==> config.mk <==
export PLATFORM = sky130hd
export DESIGN_NAME = spi_master_cfg
export DESIGN_NICKNAME = d
export VERILOG_FILES = /design/src/rtl/spi_master_cfg.sv
export SDC_FILE = /design/constraint.sdc
export NUM_CORES = 1
export LEC_CHECK = 0
export ABC_AREA = 1
export BUFFER_PORTS_ARGS = -buffer_cell sky130_fd_sc_hd__buf_2
export CORE_AREA = 2 2 65 98
export DETAILED_ROUTE_END_ITERATION = 7
export DIE_AREA = 0 0 67 100
export GPL_TIMING_DRIVEN = 0
export PLACE_DENSITY_LB_ADDON = 0.15
export SYNTH_ARGS = -nofsm -noshare
export SYNTH_HDL_FRONTEND = slang
export SYNTH_SLANG_ARGS = --single-unit
==> constraint.sdc <==
create_clock -name clk -period 1.8 [get_ports clk]
set_input_delay 0.18 -clock clk [delete_from_list [all_inputs] [get_ports clk]]
set_output_delay 0.18 -clock clk [all_outputs]
set_load 0.01 [all_outputs]
==> src/rtl/spi_master_cfg.sv <==
`default_nettype none
// ============================================================================
// Module   : spi_master_cfg
// Brief    : SPI master with elaboration-time word width and slave count.
//            Mode, bit order, divider and slave select are latched per transfer.
// Revision : 1.0 - initial release
// ============================================================================
module spi_master_cfg #(
    parameter int DATA_W = 8,
    parameter int NUM_CS = 4,
    parameter int DIV_W  = 8,
    parameter int CS_W   = (NUM_CS > 1) ? $clog2(NUM_CS) : 1
) (
    input  logic              clk,
    input  logic              rst,
    input  logic              start,
    output logic              ready,
    input  logic [DATA_W-1:0] data_in,
    input  logic [CS_W-1:0]   cs_sel,
    input  logic              cpol,
    input  logic              cpha,
    input  logic              lsb_first,
    input  logic [DIV_W-1:0]  clk_div,
    output logic              done,
    output logic [DATA_W-1:0] data_out,
    output logic              spi_sclk,
    output logic              spi_mosi,
    input  logic              spi_miso,
    output logic [NUM_CS-1:0] spi_cs_n
);

    localparam int c_EDGE_W = $clog2(2 * DATA_W) + 1;
    localparam logic [c_EDGE_W-1:0] c_LAST_EDGE = c_EDGE_W'(2 * DATA_W - 1);

    localparam logic [1:0] c_IDLE   = 2'd0;
    localparam logic [1:0] c_ACTIVE = 2'd1;
    localparam logic [1:0] c_TRAIL  = 2'd2;

    logic [1:0]          r_state;
    logic [1:0]          w_state_next;

    logic [DIV_W-1:0]    r_cnt;
    logic [DIV_W-1:0]    r_div;
    logic [c_EDGE_W-1:0] r_edge;
    logic [DATA_W-1:0]   r_tx;
    logic [DATA_W-1:0]   r_rx;
    logic                r_cpha;
    logic                r_lsb;
    logic                r_done;
    logic [DATA_W-1:0]   r_data_out;
    logic                r_sclk;
    logic                r_mosi;
    logic [NUM_CS-1:0]   r_cs_n;

    logic                w_wrap;
    logic                w_last_edge;
    logic                w_leading;
    logic                w_sample;
    logic                w_shift;
    logic [DATA_W-1:0]   w_rx_next;
    logic [DATA_W-1:0]   w_tx_next;
    logic                w_mosi_next;
    logic [NUM_CS-1:0]   w_cs_dec;

    // An out-of-range index matches no bit, so every select stays high.
    for (genvar gi = 0; gi < NUM_CS; gi++) begin : g_cs_dec
        assign w_cs_dec[gi] = (cs_sel != CS_W'(gi));
    end

    assign w_wrap      = (r_cnt == r_div);
    assign w_last_edge = (r_edge == c_LAST_EDGE);
    // r_edge holds edges already produced; the next one is odd (leading) when it is even.
    assign w_leading   = ~r_edge[0];
    assign w_sample    = (w_leading != r_cpha);
    assign w_shift     = r_cpha ? (w_leading && (r_edge != '0))
                                : (!w_leading && !w_last_edge);

    assign w_rx_next   = r_lsb ? {spi_miso, r_rx[DATA_W-1:1]}
                               : {r_rx[DATA_W-2:0], spi_miso};
    assign w_tx_next   = r_lsb ? (r_tx >> 1) : (r_tx << 1);
    assign w_mosi_next = r_lsb ? r_tx[1] : r_tx[DATA_W-2];

    always_ff @(posedge clk or posedge rst) begin
        if (rst) begin
            r_state <= c_IDLE;
        end else begin
            r_state <= w_state_next;
        end
    end

    always_comb begin
        w_state_next = r_state;
        case (r_state)
            c_IDLE: begin
                if (start) begin
                    w_state_next = c_ACTIVE;
                end
            end
            c_ACTIVE: begin
                if (w_wrap && w_last_edge) begin
                    w_state_next = c_TRAIL;
                end
            end
            c_TRAIL: begin
                if (w_wrap) begin
                    w_state_next = c_IDLE;
                end
            end
            default: begin
                w_state_next = c_IDLE;
            end
        endcase
    end

    always_ff @(posedge clk or posedge rst) begin
        if (rst) begin
            r_cnt      <= '0;
            r_div      <= '0;
            r_edge     <= '0;
            r_tx       <= '0;
            r_rx       <= '0;
            r_cpha     <= 1'b0;
            r_lsb      <= 1'b0;
            r_done     <= 1'b0;
            r_data_out <= '0;
            r_sclk     <= 1'b0;
            r_mosi     <= 1'b0;
            r_cs_n     <= '1;
        end else begin
            r_done <= 1'b0;
            case (r_state)
                c_IDLE: begin
                    r_sclk <= cpol;
                    r_mosi <= 1'b0;
                    r_cs_n <= '1;
                    r_cnt  <= '0;
                    r_edge <= '0;
                    if (start) begin
                        r_tx   <= data_in;
                        r_rx   <= '0;
                        r_cpha <= cpha;
                        r_lsb  <= lsb_first;
                        r_div  <= clk_div;
                        r_mosi <= lsb_first ? data_in[0] : data_in[DATA_W-1];
                        r_cs_n <= w_cs_dec;
                    end
                end
                c_ACTIVE: begin
                    if (w_wrap) begin
                        r_cnt  <= '0;
                        r_sclk <= ~r_sclk;
                        r_edge <= r_edge + c_EDGE_W'(1);
                        if (w_sample) begin
                            r_rx <= w_rx_next;
                        end
                        if (w_shift) begin
                            r_tx   <= w_tx_next;
                            r_mosi <= w_mosi_next;
                        end
                    end else begin
                        r_cnt <= r_cnt + DIV_W'(1);
                    end
                end
                c_TRAIL: begin
                    if (w_wrap) begin
                        r_cnt      <= '0;
                        r_done     <= 1'b1;
                        r_data_out <= r_rx;
                        r_cs_n     <= '1;
                        r_mosi     <= 1'b0;
                    end else begin
                        r_cnt <= r_cnt + DIV_W'(1);
                    end
                end
                default: begin
                    r_cnt <= '0;
                end
            endcase
        end
    end

    assign ready    = (r_state == c_IDLE);
    assign done     = r_done;
    assign data_out = r_data_out;
    assign spi_sclk = r_sclk;
    assign spi_mosi = r_mosi;
    assign spi_cs_n = r_cs_n;

endmodule
`default_nettype wire

# Word-level counts from Yosys, hierarchy flattened
# Index checks and enable logic that the tools add are counted.
# word_totals
ff_bits	56
elab_cells	83
input_bits	25
output_inout_bits	16
# op_classes
reduce_logical	19
mux	33
eq_ne	14
add_sub_neg	2
bitwise	2
# ops
cell	n
8-bit 2-to-1 mux	10
8-bit one-hot mux with 2 select lines	2
2-bit != test (second input constant)	8
4-bit AND reduction	3
1-bit 2-to-1 mux	10
5-bit one-hot mux with 2 select lines	1
8-bit by 1-bit adder with 8-bit output (second input constant)	1
8-bit == test	1
4-bit 2-to-1 mux	2
4-bit one-hot mux with 2 select lines	1
2-bit AND reduction	4
2-bit 2-to-1 mux	3
2-bit one-hot mux with 3 select lines	1
2-bit nonzero test	3
5-bit by 1-bit adder with 5-bit output (second input constant)	1
5-bit by 4-bit == test with 1-bit output (second input constant)	1
5-bit 2-to-1 mux	1
5-bit nonzero test	1
1-bit logical AND	3
1-bit one-hot mux with 3 select lines	1
3-bit AND reduction	1
3-bit nonzero test	1
2-bit by 1-bit == test with 1-bit output (second input constant)	1
2-bit == test (second input constant)	1
7 further kinds	8

# Longest topological paths before layout
# Gate-level depths: netlist of run 1.
# logic_depth
depth_word	7
ltp_mapped	11
mapped_depth_nobuf	11

# Worst setup path before layout of run 1
# No wires, ideal clock.
# synth_path
path_kind	register to register
startpoint	register r_edge[0]
endpoint	register r_tx[7]
n_path_buf	1
slack_ns	-0.067
synth_period_minus_slack_ns	1.867
stages_incl_launch_ff	11
setup_time_ns	0.117
arrival_time_ns	1.751
t_required_ns	1.683
path_cell_list	dfrtp_1 -> ha_1 -> nand2_1 -> nor2_1 -> ha_1 -> or3_4 -> nand3_2 -> nand3_4 -> buf_6 -> nand2_2 -> o21ai_2
# synth_via
elab_chain_cells	6
elab_cells_between_ends	9
cone_classes	eq/ne: 2; mux: 1; bitwise: 1; reduce/logical: 5
# synth_rtl
element	line_no	rtl
start, declared	44	logic [c_EDGE_W-1:0] r_edge;
start signal, assigned	152	r_edge <= r_edge + c_EDGE_W'(1);
5-bit by 4-bit == test with 1-bit output	71	assign w_last_edge = (r_edge == c_LAST_EDGE);
1-bit zero test	76	: (!w_leading && !w_last_edge);
1-bit logical AND	76	
1-bit 2-to-1 mux *	75	assign w_shift = r_cpha ? (w_leading && (r_edge != '0))
2-bit != test (no line) *	-	
4-bit AND reduction (no line) *	-	
end signal, assigned	139	r_tx <= data_in;
end signal, assigned	157	r_tx <= w_tx_next;
end, declared	45	logic [DATA_W-1:0] r_tx;
# Mark *: on every way between the ends. The rest lies on a longest branch, timed or not.
# A chain may end at the register's enable or synchronous reset.

# Worst setup path after layout of run 1
# layout_path
startpoint	register r_edge[1]
endpoint	register r_tx[6]
# The elaborated chain is that of the path after synthesis.

==> results of run 1 <==
state kept, by name, indices dropped and copies added (netlist names):
signal and cells:
r_div 8, r_lsb 1, r_state 2, r_edge 5, done 1, spi_cs_n 4
r_tx 8, r_rx 8, spi_mosi 1, spi_sclk 1, r_cnt 8, r_cpha 1
data_out 8
cells in the final DEF (no fill, tap or decap), types with 8 or more instances in the layout:
cell | netlist | final
sky130_fd_sc_hd__nor2_1 | 21 | 20
sky130_fd_sc_hd__nand2_2 | 6 | 11
sky130_fd_sc_hd__inv_1 | 27 | 26
sky130_fd_sc_hd__nand2_1 | 85 | 78
sky130_fd_sc_hd__o21ai_2 | 16 | 16
sky130_fd_sc_hd__dfrtp_1 | 52 | 51
sky130_fd_sc_hd__a22oi_1 | 8 | 8
sky130_fd_sc_hd__buf_2 | 2 | 41
sky130_fd_sc_hd__o21ai_0 | 15 | 13
sky130_fd_sc_hd__nand3_1 | 16 | 16
metal layers:
layer | GRT usage [%] | up-vias | part of all wire [%]
met5 | 0 | - | 0
met3 | 3.475 | 6 | 3.2
li1 | - | 1171 | -
met4 | 6.593 | 0 | 1.4
met2 | 36.94 | 33 | 54
met1 | 24.08 | 1101 | 41
area by class of cell:
class | instances | share of cell area, %
Sequential cell | 56 | 40.38
Clock buffer | 6 | 2.082
Multi-Input combinational cell | 227 | 40.60
Inverter | 31 | 3.338
Clock inverter | 2 | 0.3589
Buffer | 9 | 1.938
Timing Repair Buffer | 48 | 8.650
Tap cell | 74 | 2.656
report_power, final:
group / internal (uW) / switching (uW)
clock: 273 / 419
sequential: 1620 / 253
combinational: 890 / 1240
what timing repair did:
action / in CTS / in global routing
gates cloned: 1 / 0
hold buffers: 1 / 0
gates resized for setup: 12 / 17
endpoints found under the setup margin: 19 / 25
hold endpoints to repair: 13 / 0
setup buffers: 5 / 1
pin swaps: 2 / 0
metrics by stage:
stage	std cells	hold slack (ps)
floorplan	323	330.5
global placement	436	415.1
detailed placement	437	174.9
CTS	452	87.02
global route	453	92.65
finish	453	87.41
logic make-up (layout without fill, tap and decap cells):
| logic type | Yosys count | count (layout) |
|---|---|---|
| mux | 6 | 6 |
| xor+xnor | 10 | 10 |
| compound gates | 57 | 57 |
| fa+ha+maj | 7 | 7 |
| simple gates | 147 | 147 |
| flops | 56 | 56 |
| buf+inv | 40 | 96 |
worst paths after layout:
check	cells past startpoint	from	end
max	10	r_edge[1]$_DFFE_PP0P_	r_tx[6]$_DFFE_PP0P_
min	2	clk_div[3]	r_div[3]$_DFFE_PP0P_
max reg2reg	10	r_edge[1]$_DFFE_PP0P_	r_tx[6]$_DFFE_PP0P_
min reg2reg	2	data_out[2]$_DFFE_PP0P_	data_out[2]$_DFFE_PP0P_
max in group asynchronous	4	rst	spi_cs_n[2]$_DFFE_PP1P_
min in group asynchronous	3	rst	data_out[6]$_DFFE_PP0P_
==> flow_summary.yaml, run 1 <==
setup_path:
  worstSetupStartpointType: "flop"
  critPathArrivalTime_ps: 2030
  regToRegSetupSlack_ps: -20
  cp_max_delay_cell: "sky130_fd_sc_hd__dfrtp_1"
  timing.critical_path.fanout_max: 5
  path_delay_family: "simple AND/OR/NAND/NOR gates"
  timing.critical_path.slowest_cell_delay_ps: 430
  setup.worst_path.end_class: "flop"
  number_of_buffers_and_inverters_on_the_critical_path: 1
  cp.required_ps: 2000
  setup.worst_path.class: "reg -> reg"
  timing.critical_path.cells: "ha_4, nand2_4, nor2_4, ha_4, or3_4, nand3_4, nand3_4, buf_6, nand2_2, o21ai_2"
place:
  detailedPlacementHpwl_um: 4400
  placement.setup.worst_slack_ps: -116.3
  port_buffers: 39
  placement.cell_area_mm2: 0.003217
  gp_congestion: 0.8695
sta:
  setup_viol: 6
  hold_viol_final: 0
  min_period_ps: 1824
  tns_ps: -91.18
  final_critical_path_setup_slack_ps: -23.91
  drv_slew: 0
  worst_clock_skew_ps: 7.201
  clock.fmax_mhz: 548.3
  worst_slew_pin_tran_ps: 407.8
  maxSlewHeadroom_pct: 72.63
  finalCritPeriodShare_pct: 101.3
  grt_setup_unrepaired: "yes"
global_routing:
  grt_pass1_vias: 2376
  global_route.usage.total_pct: 20.49
  grt_first_pass_wirelength_um: 10620
  pin_count_of_the_biggest_net_entering_global_routing: 42
  initial_antenna_violation_count: 0
  globalRouteOverflowTotal: 0
floorplanning:
  coreArea_mm2: 0.005956
  die_width_um: 67
  floorplan.initialDensity_pct: 48.74
  die_y_um: 100
  io_pins: 41
  die_area_mm2: 0.006700
  placement_rows: 35
synth:
  synth_sequential_area_ratio_pct: 48.45
  post_synth_main_area_contributors: "sky130_fd_sc_hd__dfrtp_1 (45%), sky130_fd_sc_hd__nand2_1 (11%), sky130_fd_sc_hd__o21ai_2 (4.8%)"
  synthAdderAreaFrac_pct: 3.017
  yosysUniqueCellTypes: 38
  combinational_family_with_the_most_area_after_synthesis: "simple AND/OR/NAND/NOR gates"
  top_area_cell_type_share_of_the_netlist_area_pct: 44.83
  synthDominantAreaCellType: "sky130_fd_sc_hd__dfrtp_1"
  synth-seq-cells: 56
  muxShareOfSynthArea_pct: 2.328
  post-synth-top-count-cell: "sky130_fd_sc_hd__nand2_1"
  top_reg_cell_synth: "sky130_fd_sc_hd__dfrtp_1"
  synth_enable_flop_cells: 0
  mappedNetlistArea_mm2: 0.002903
  syn_nets: 355
  synth_common_cells: "sky130_fd_sc_hd__nand2_1 (85), sky130_fd_sc_hd__dfrtp_1 (52), sky130_fd_sc_hd__inv_1 (27), sky130_fd_sc_hd__nor2_1 (21)"
  syn_area_per_cell_um2: 8.987
  ys_warn_count: 0
  synth_xor_xnor_area_share_pct: 3.017
  synth-async-reset-ratio_pct: 100.0
  compound_cell_area_share_of_the_yosys_netlist_pct: 14.09
  simple_gate_area_share_of_the_yosys_netlist_pct: 23.02
  syn_inst: 323
clock_tree:
  max_h_tree_level: 2
  cts_buffer_depth: 2
  cts_tree: "yes"
  worst_skew_pair_later_pin_latency_ps: 320
  tritoncts.num_buffers: 5
  cts.clk_slew.worst_paths_ps: 100
  cts_sinks: 56
  clockRootBuffer: "sky130_fd_sc_hd__clkbuf_8"
outcome:
  violations_in_the_final_reports: "negative setup slack"
  run_status: "finished with violations"
run:
  timing.max_cap.violations: 0
power_and_ir_drop:
  ir_worst_vdd_mv: 0.6693
  p_per_area_mw_per_mm2: 1346
  totalPowerFinal_uw: 4691
  total_leakage_power_uw: 0.001692
hold_path:
  min-delay-path-class: "in -> reg"
detailed_routing:
  detail_route.wirelength_um: 6108
  postRouteAntennaNets: 0
  detail_route.iter0.violations: 74
  drt_first_pass_iters: 4
  dr_total_vias: 2311
  route.detailed.wl_per_inst_um: 13.48
  avgViaCountPerCell: 5.102
  drc: 0
final_layout:
  nets: 410
  area_growth_from_synthesis_to_layout_pct: 20.09
  fillCellCount: 559
  multi_input_logic_area_mm2: 0.001415
  post-route-util_pct: 58.53
  antenna-diode-count: 0
  sequential_cell_area_mm2: 0.001408
  final_cell_area_mm2: 0.003486
  drive_above_1_share_pct: 33.25
(Power assumes the default switching activity.)
==> run 2, diff against run 1 <==
Settings changed: TNS_END_PERCENT set to 1.
==> flow_summary.yaml, run 2 (same netlist as run 1, synthesis figures left out) <==
final_layout:
  post-route-util_pct: 57.33
  area_growth_from_synthesis_to_layout_pct: 17.63
  drive_above_1_share_pct: 31.65
  layout_commonest_cell: "sky130_fd_sc_hd__nand2_1"
  antenna-diode-count: 0
  fin_cells: 450
  fillCellCount: 573
  multi_input_logic_area_mm2: 0.001366
  leading_cell_types_in_the_layout_fill_and_taps_excluded: "sky130_fd_sc_hd__nand2_1 (83), sky130_fd_sc_hd__dfrtp_1 (51), sky130_fd_sc_hd__buf_2 (41), sky130_fd_sc_hd__inv_1 (26), sky130_fd_sc_hd__nor2_1 (20)"
  sequential_cell_area_mm2: 0.001408
  nets: 407
clock_tree:
  cts_sinks: 56
  cts_buffer_depth: 2
  cts_tree: "yes"
  cts.clk_slew.worst_paths_ps: 100
  max_h_tree_level: 2
  worst_skew_pair_later_pin_latency_ps: 320
  tritoncts.num_buffers: 5
  clockRootBuffer: "sky130_fd_sc_hd__clkbuf_8"
outcome:
  violations_in_the_final_reports: "negative setup slack"
  run_status: "finished with violations"
sta:
  clock.fmax_mhz: 540.0
  worst_slew_pin_tran_ps: 396.1
  finalCritPeriodShare_pct: 102.9
  hold_viol_final: 0
  min_period_ps: 1852
  final_critical_path_setup_slack_ps: -51.75
  setup_viol: 6
  worst_clock_skew_ps: 4.281
  drv_slew: 0
  maxSlewHeadroom_pct: 73.42
  grt_setup_unrepaired: "yes"
place:
  gp_congestion: 0.8695
  placement.setup.worst_slack_ps: -116.3
  port_buffers: 39
  dp_cells: 437
  detailedPlacementHpwl_um: 4400
setup_path:
  cp_max_delay_cell: "sky130_fd_sc_hd__dfrtp_1"
  timing.critical_path.fanout_max: 5
  regToRegSetupSlack_ps: -50
  worst-r2r-cell-count: 10
  timing.critical_path.from: "r_edge[1]$_DFFE_PP0P_"
  setup.worst_path.end_class: "flop"
  setup.worst_path.class: "reg -> reg"
  cp.required_ps: 2010
  worstSetupStartpointType: "flop"
  critPathArrivalTime_ps: 2060
  timing.critical_path.slowest_cell_delay_ps: 430
  worstReg2RegEnd: "r_tx[6]$_DFFE_PP0P_"
  rr_startpoint: "r_edge[1]$_DFFE_PP0P_"
  crit_path_end: "r_tx[6]$_DFFE_PP0P_"
  timing.critical_path.cells: "ha_4, nand2_2, nor2_2, ha_2, or3_4, nand3_2, nand3_4, buf_6, nand2_1, o21ai_2"
detailed_routing:
  postRouteAntennaNets: 0
  detail_route.wirelength_um: 6044
  dr_total_vias: 2325
  drc: 0
  detail_route.iter0.violations: 78
  drt_first_pass_iters: 4
  avgViaCountPerCell: 5.167
  route.detailed.wl_per_inst_um: 13.43
global_routing:
  pin_count_of_the_biggest_net_entering_global_routing: 42
  initial_antenna_violation_count: 0
  globalRouteOverflowTotal: 0
  grt_first_pass_wirelength_um: 10580
  grt_pass1_vias: 2363
  global_route.usage.total_pct: 20.44
power_and_ir_drop:
  total_leakage_power_uw: 0.001653
  ir_worst_vdd_mv: 0.6749
  totalPowerFinal_uw: 4630
  p_per_area_mw_per_mm2: 1356
hold_path:
  min-delay-path-class: "in -> reg"
floorplanning:
  die_y_um: 100
  coreArea_mm2: 0.005956
  die_area_mm2: 0.006700
  floorplan.initialDensity_pct: 48.74
  die_width_um: 67
  io_pins: 41
  placement_rows: 35
run:
  timing.max_cap.violations: 0
## run 2: how the worst min path moves through the flow
stage | startpoint | endpoint | depth (start not counted)
2_1_floorplan | clk_div[3] | r_div[3]$_DFFE_PP0P_ | 1
3_3_place_gp | clk_div[3] | r_div[3]$_DFFE_PP0P_ | 2
3_5_place_dp | rst | data_out[7]$_DFFE_PP0P_ | 2
4_1_cts | clk_div[3] | r_div[3]$_DFFE_PP0P_ | 2
5_1_grt | clk_div[4] | r_div[4]$_DFFE_PP0P_ | 2
6_report | clk_div[3] | r_div[3]$_DFFE_PP0P_ | 2
## run 2: area by class of cell
type	count	area share [%]
plain buffers	9	1.979
flip-flops and latches	56	41.22
inverters	31	3.408
well taps	74	2.712
clock inverters	2	0.3664
multi-input cells	227	40.01
repair buffers	45	8.172
clock buffers	6	2.125
## run 2: worst max-delay path: cells and delay by family (launching register included)
family                     cells  cell delay, ps
DFF                            1             430
and+or+nand+nor                6             740
adders and majority gates      2             360
AOI/OAI and AO/OA              1              50
buffers and inverters          1             170
## run 2: metal layers
layer / part of all wire [%] / track usage (%)
met5: 0 / 0
met1: 41 / 24.15
met3: 3.4 / 3.363
met4: 1.5 / 6.593
met2: 54 / 36.79
## run 2: repair_timing
item / CTS / global route
gates resized for setup: 10 / 9
hold buffers: 1 / 0
buffers inserted: 3 / 0
pin swaps: 1 / 0
hold endpoints to repair: 13 / 0
gates cloned: 1 / 0
endpoints found under the setup margin: 19 / 25
## run 2: power by group
group          total [uW]  switching, uW  internal (uW)
clock                 695            422            273
combinational        2080           1220            860
sequential           1850            238           1620
## run 2: metrics by stage
| step | setup TNS (ps) | hold slack (ps) | cell area [um^2] |
|---|---|---|---|
| floorplan | 0 | 330.5 | 2909 |
| detailed placement | -1299 | 174.9 | 3217 |
| CTS | -204.9 | 87.02 | 3390 |
| finish | -237.4 | 87.56 | 3415 |
| global route | -1006 | 92.65 | 3415 |
| global placement | -26700 | 415.1 | 3197 |
==> run 3, diff against run 2 <==
Clock period 1.8 ns to 1.6 ns, I/O delays scaled along.
==> flow_summary.yaml, run 3 (same netlist as run 1, synthesis figures left out) <==
outcome:
  run_status: "finished with violations"
  violations_in_the_final_reports: "negative setup slack"
clock_tree:
  cts_sinks: 56
  cts_tree: "yes"
  cts.clk_slew.worst_paths_ps: 110
  clockRootBuffer: "sky130_fd_sc_hd__clkbuf_8"
  tritoncts.num_buffers: 5
  cts_buffer_depth: 2
  max_h_tree_level: 2
  worst_skew_pair_later_pin_latency_ps: 310
detailed_routing:
  postRouteAntennaNets: 0
  drc: 0
  detail_route.iter0.violations: 75
  dr_total_vias: 2327
  avgViaCountPerCell: 5.171
  route.detailed.wl_per_inst_um: 13.55
  drt_first_pass_iters: 6
  detail_route.wirelength_um: 6096
floorplanning:
  coreArea_mm2: 0.005956
  io_pins: 41
  floorplan.initialDensity_pct: 48.74
  placement_rows: 35
  die_y_um: 100
  die_width_um: 67
  die_area_mm2: 0.006700
final_layout:
  fillCellCount: 567
  drive_above_1_share_pct: 31.38
  nets: 407
  fin_cells: 450
  area_growth_from_synthesis_to_layout_pct: 18.97
  post-route-util_pct: 57.98
  leading_cell_types_in_the_layout_fill_and_taps_excluded: "sky130_fd_sc_hd__nand2_1 (83), sky130_fd_sc_hd__dfrtp_1 (50), sky130_fd_sc_hd__buf_2 (40), sky130_fd_sc_hd__inv_1 (26), sky130_fd_sc_hd__nor2_1 (20)"
  layout_commonest_cell: "sky130_fd_sc_hd__nand2_1"
  antenna-diode-count: 0
  sequential_cell_area_mm2: 0.001409
  multi_input_logic_area_mm2: 0.001391
global_routing:
  grt_first_pass_wirelength_um: 10030
  pin_count_of_the_biggest_net_entering_global_routing: 32
  global_route.usage.total_pct: 19.05
  globalRouteOverflowTotal: 0
  initial_antenna_violation_count: 0
  grt_pass1_vias: 2238
power_and_ir_drop:
  total_leakage_power_uw: 0.001704
  ir_worst_vdd_mv: 0.7957
  net_load_switching_power_uw: 2138
  p_per_area_mw_per_mm2: 1517
  logic_gate_share_of_total_power_pct: 45.0
  p_clk_share_pct: 15.2
  share_seq_of_total_power_pct: 39.8
  switching_share_pct: 40.81
  power.internal_uw: 3102
  totalPowerFinal_uw: 5240
sta:
  finalCritPeriodShare_pct: 114.5
  worst_clock_skew_ps: 7.945
  drv_slew: 0
  maxSlewHeadroom_pct: 60.53
  grt_setup_unrepaired: "yes"
  worst_slew_pin_tran_ps: 591.2
  clock.fmax_mhz: 545.7
  min_period_ps: 1833
  final_critical_path_setup_slack_ps: -232.7
  hold_viol_final: 0
  setup_viol: 22
setup_path:
  crit_path_end: "r_tx[0]$_DFFE_PP0P_"
  timing.critical_path.slowest_cell_delay_ps: 440
  setup.worst_path.end_class: "flop"
  setup.worst_path.class: "reg -> reg"
  regToRegSetupSlack_ps: -230
  timing.critical_path.cells: "ha_4, nand2_4, nor2_2, ha_2, or3_4, nand3_4, nand3_4, buf_12, nand2_2, o21ai_2"
  cp.required_ps: 1810
  worstReg2RegEnd: "r_tx[0]$_DFFE_PP0P_"
  path_common_cell: "sky130_fd_sc_hd__nand3_4"
  timing.critical_path.fanout_max: 8
  crit_cells: 10
  critPathArrivalTime_ps: 2040
  path_delay_family: "simple AND/OR/NAND/NOR gates"
  rr_startpoint: "r_edge[0]$_DFFE_PP0P_"
  worstSetupStartpointType: "flop"
  timing.critical_path.from: "r_edge[0]$_DFFE_PP0P_"
  worst-r2r-cell-count: 10
  number_of_buffers_and_inverters_on_the_critical_path: 1
  cp_max_delay_cell: "sky130_fd_sc_hd__dfrtp_2"
hold_path:
  min-delay-path-class: "in -> reg"
place:
  detailedPlacementHpwl_um: 4500
  port_buffers: 39
  gp_congestion: 0.8082
  dp_cells: 437
run:
  timing.max_cap.violations: 0
[run 3: changes by cell type in the layout (fill, tap and decap cells not counted), moves of 2 or more]
cell / delta
sky130_fd_sc_hd__a221oi_1: +2
sky130_fd_sc_hd__a221oi_2: -2
sky130_fd_sc_hd__nor2_2: -2
sky130_fd_sc_hd__nand2_2: -4
sky130_fd_sc_hd__clkbuf_4: +3
sky130_fd_sc_hd__clkbuf_2: -2
sky130_fd_sc_hd__nor2_4: +2
sky130_fd_sc_hd__nand2_4: +4
[run 3: stage by stage]
stage	hold slack, ps	cell area (um^2)	setup TNS [ps]	setup WS, ps
CTS	74.59	3352	-2485	-240.2
global route	67.45	3453	-5034	-311.8
detailed placement	262.7	3219	-5972	-309.9
floorplan	310.5	2912	-1256	-149.1
finish	72.94	3453	-2266	-232.7
global placement	395.2	3199	-41080	-675.4
[run 3: final cells by class]
type,count,share of cell area (%)
Sequential cell,56,40.80
Multi-Input combinational cell,227,40.29
Clock inverter,2,0.4710
Timing Repair Buffer,45,7.899
Buffer,9,2.319
Clock buffer,6,2.101
Inverter,31,3.442
Tap cell,74,2.681
[run 3: metal layers]
metal	vias to the layer above	wire length [um]	track usage [%]
met5	-	0	0
met4	0	63	4.239
met3	7	174	3.475
met2	40	3370	35.11
met1	1114	2488	22.37
li1	1166	-	-
[run 3: timing repair]
item | 4_1_cts | 5_1_grt
endpoints found under the hold margin | 23 | 0
endpoints found under the setup margin | 39 | 38
gates resized for setup | 10 | 18
hold buffers | 1 | 0
cloned | 0 | 1
setup buffers | 2 | 1
pin swaps | 0 | 2
[run 3: worst min-delay path by stage]
stage	from	end	slack, ps	depth (start not counted)
6_report	clk_div[4]	r_div[4]$_DFFE_PP0P_	70	2
2_1_floorplan	clk_div[3]	r_div[3]$_DFFE_PP0P_	310	1
3_3_place_gp	clk_div[3]	r_div[3]$_DFFE_PP0P_	400	2
5_1_grt	clk_div[3]	r_div[3]$_DFFE_PP0P_	70	2
3_5_place_dp	rst	data_out[7]$_DFFE_PP0P_	260	2
4_1_cts	clk_div[4]	r_div[4]$_DFFE_PP0P_	70	2
[run 3: power by group through the flow]
stage / clock network [uW] / registers [uW] / logic, uW
final: 794 / 2090 / 2360
after global placement: 0 / 2100 / 2150
after CTS: 813 / 2080 / 2240
after global routing: 871 / 2140 / 2630
after floorplan: 0 / 2080 / 1670
after detailed placement: 0 / 2110 / 2190
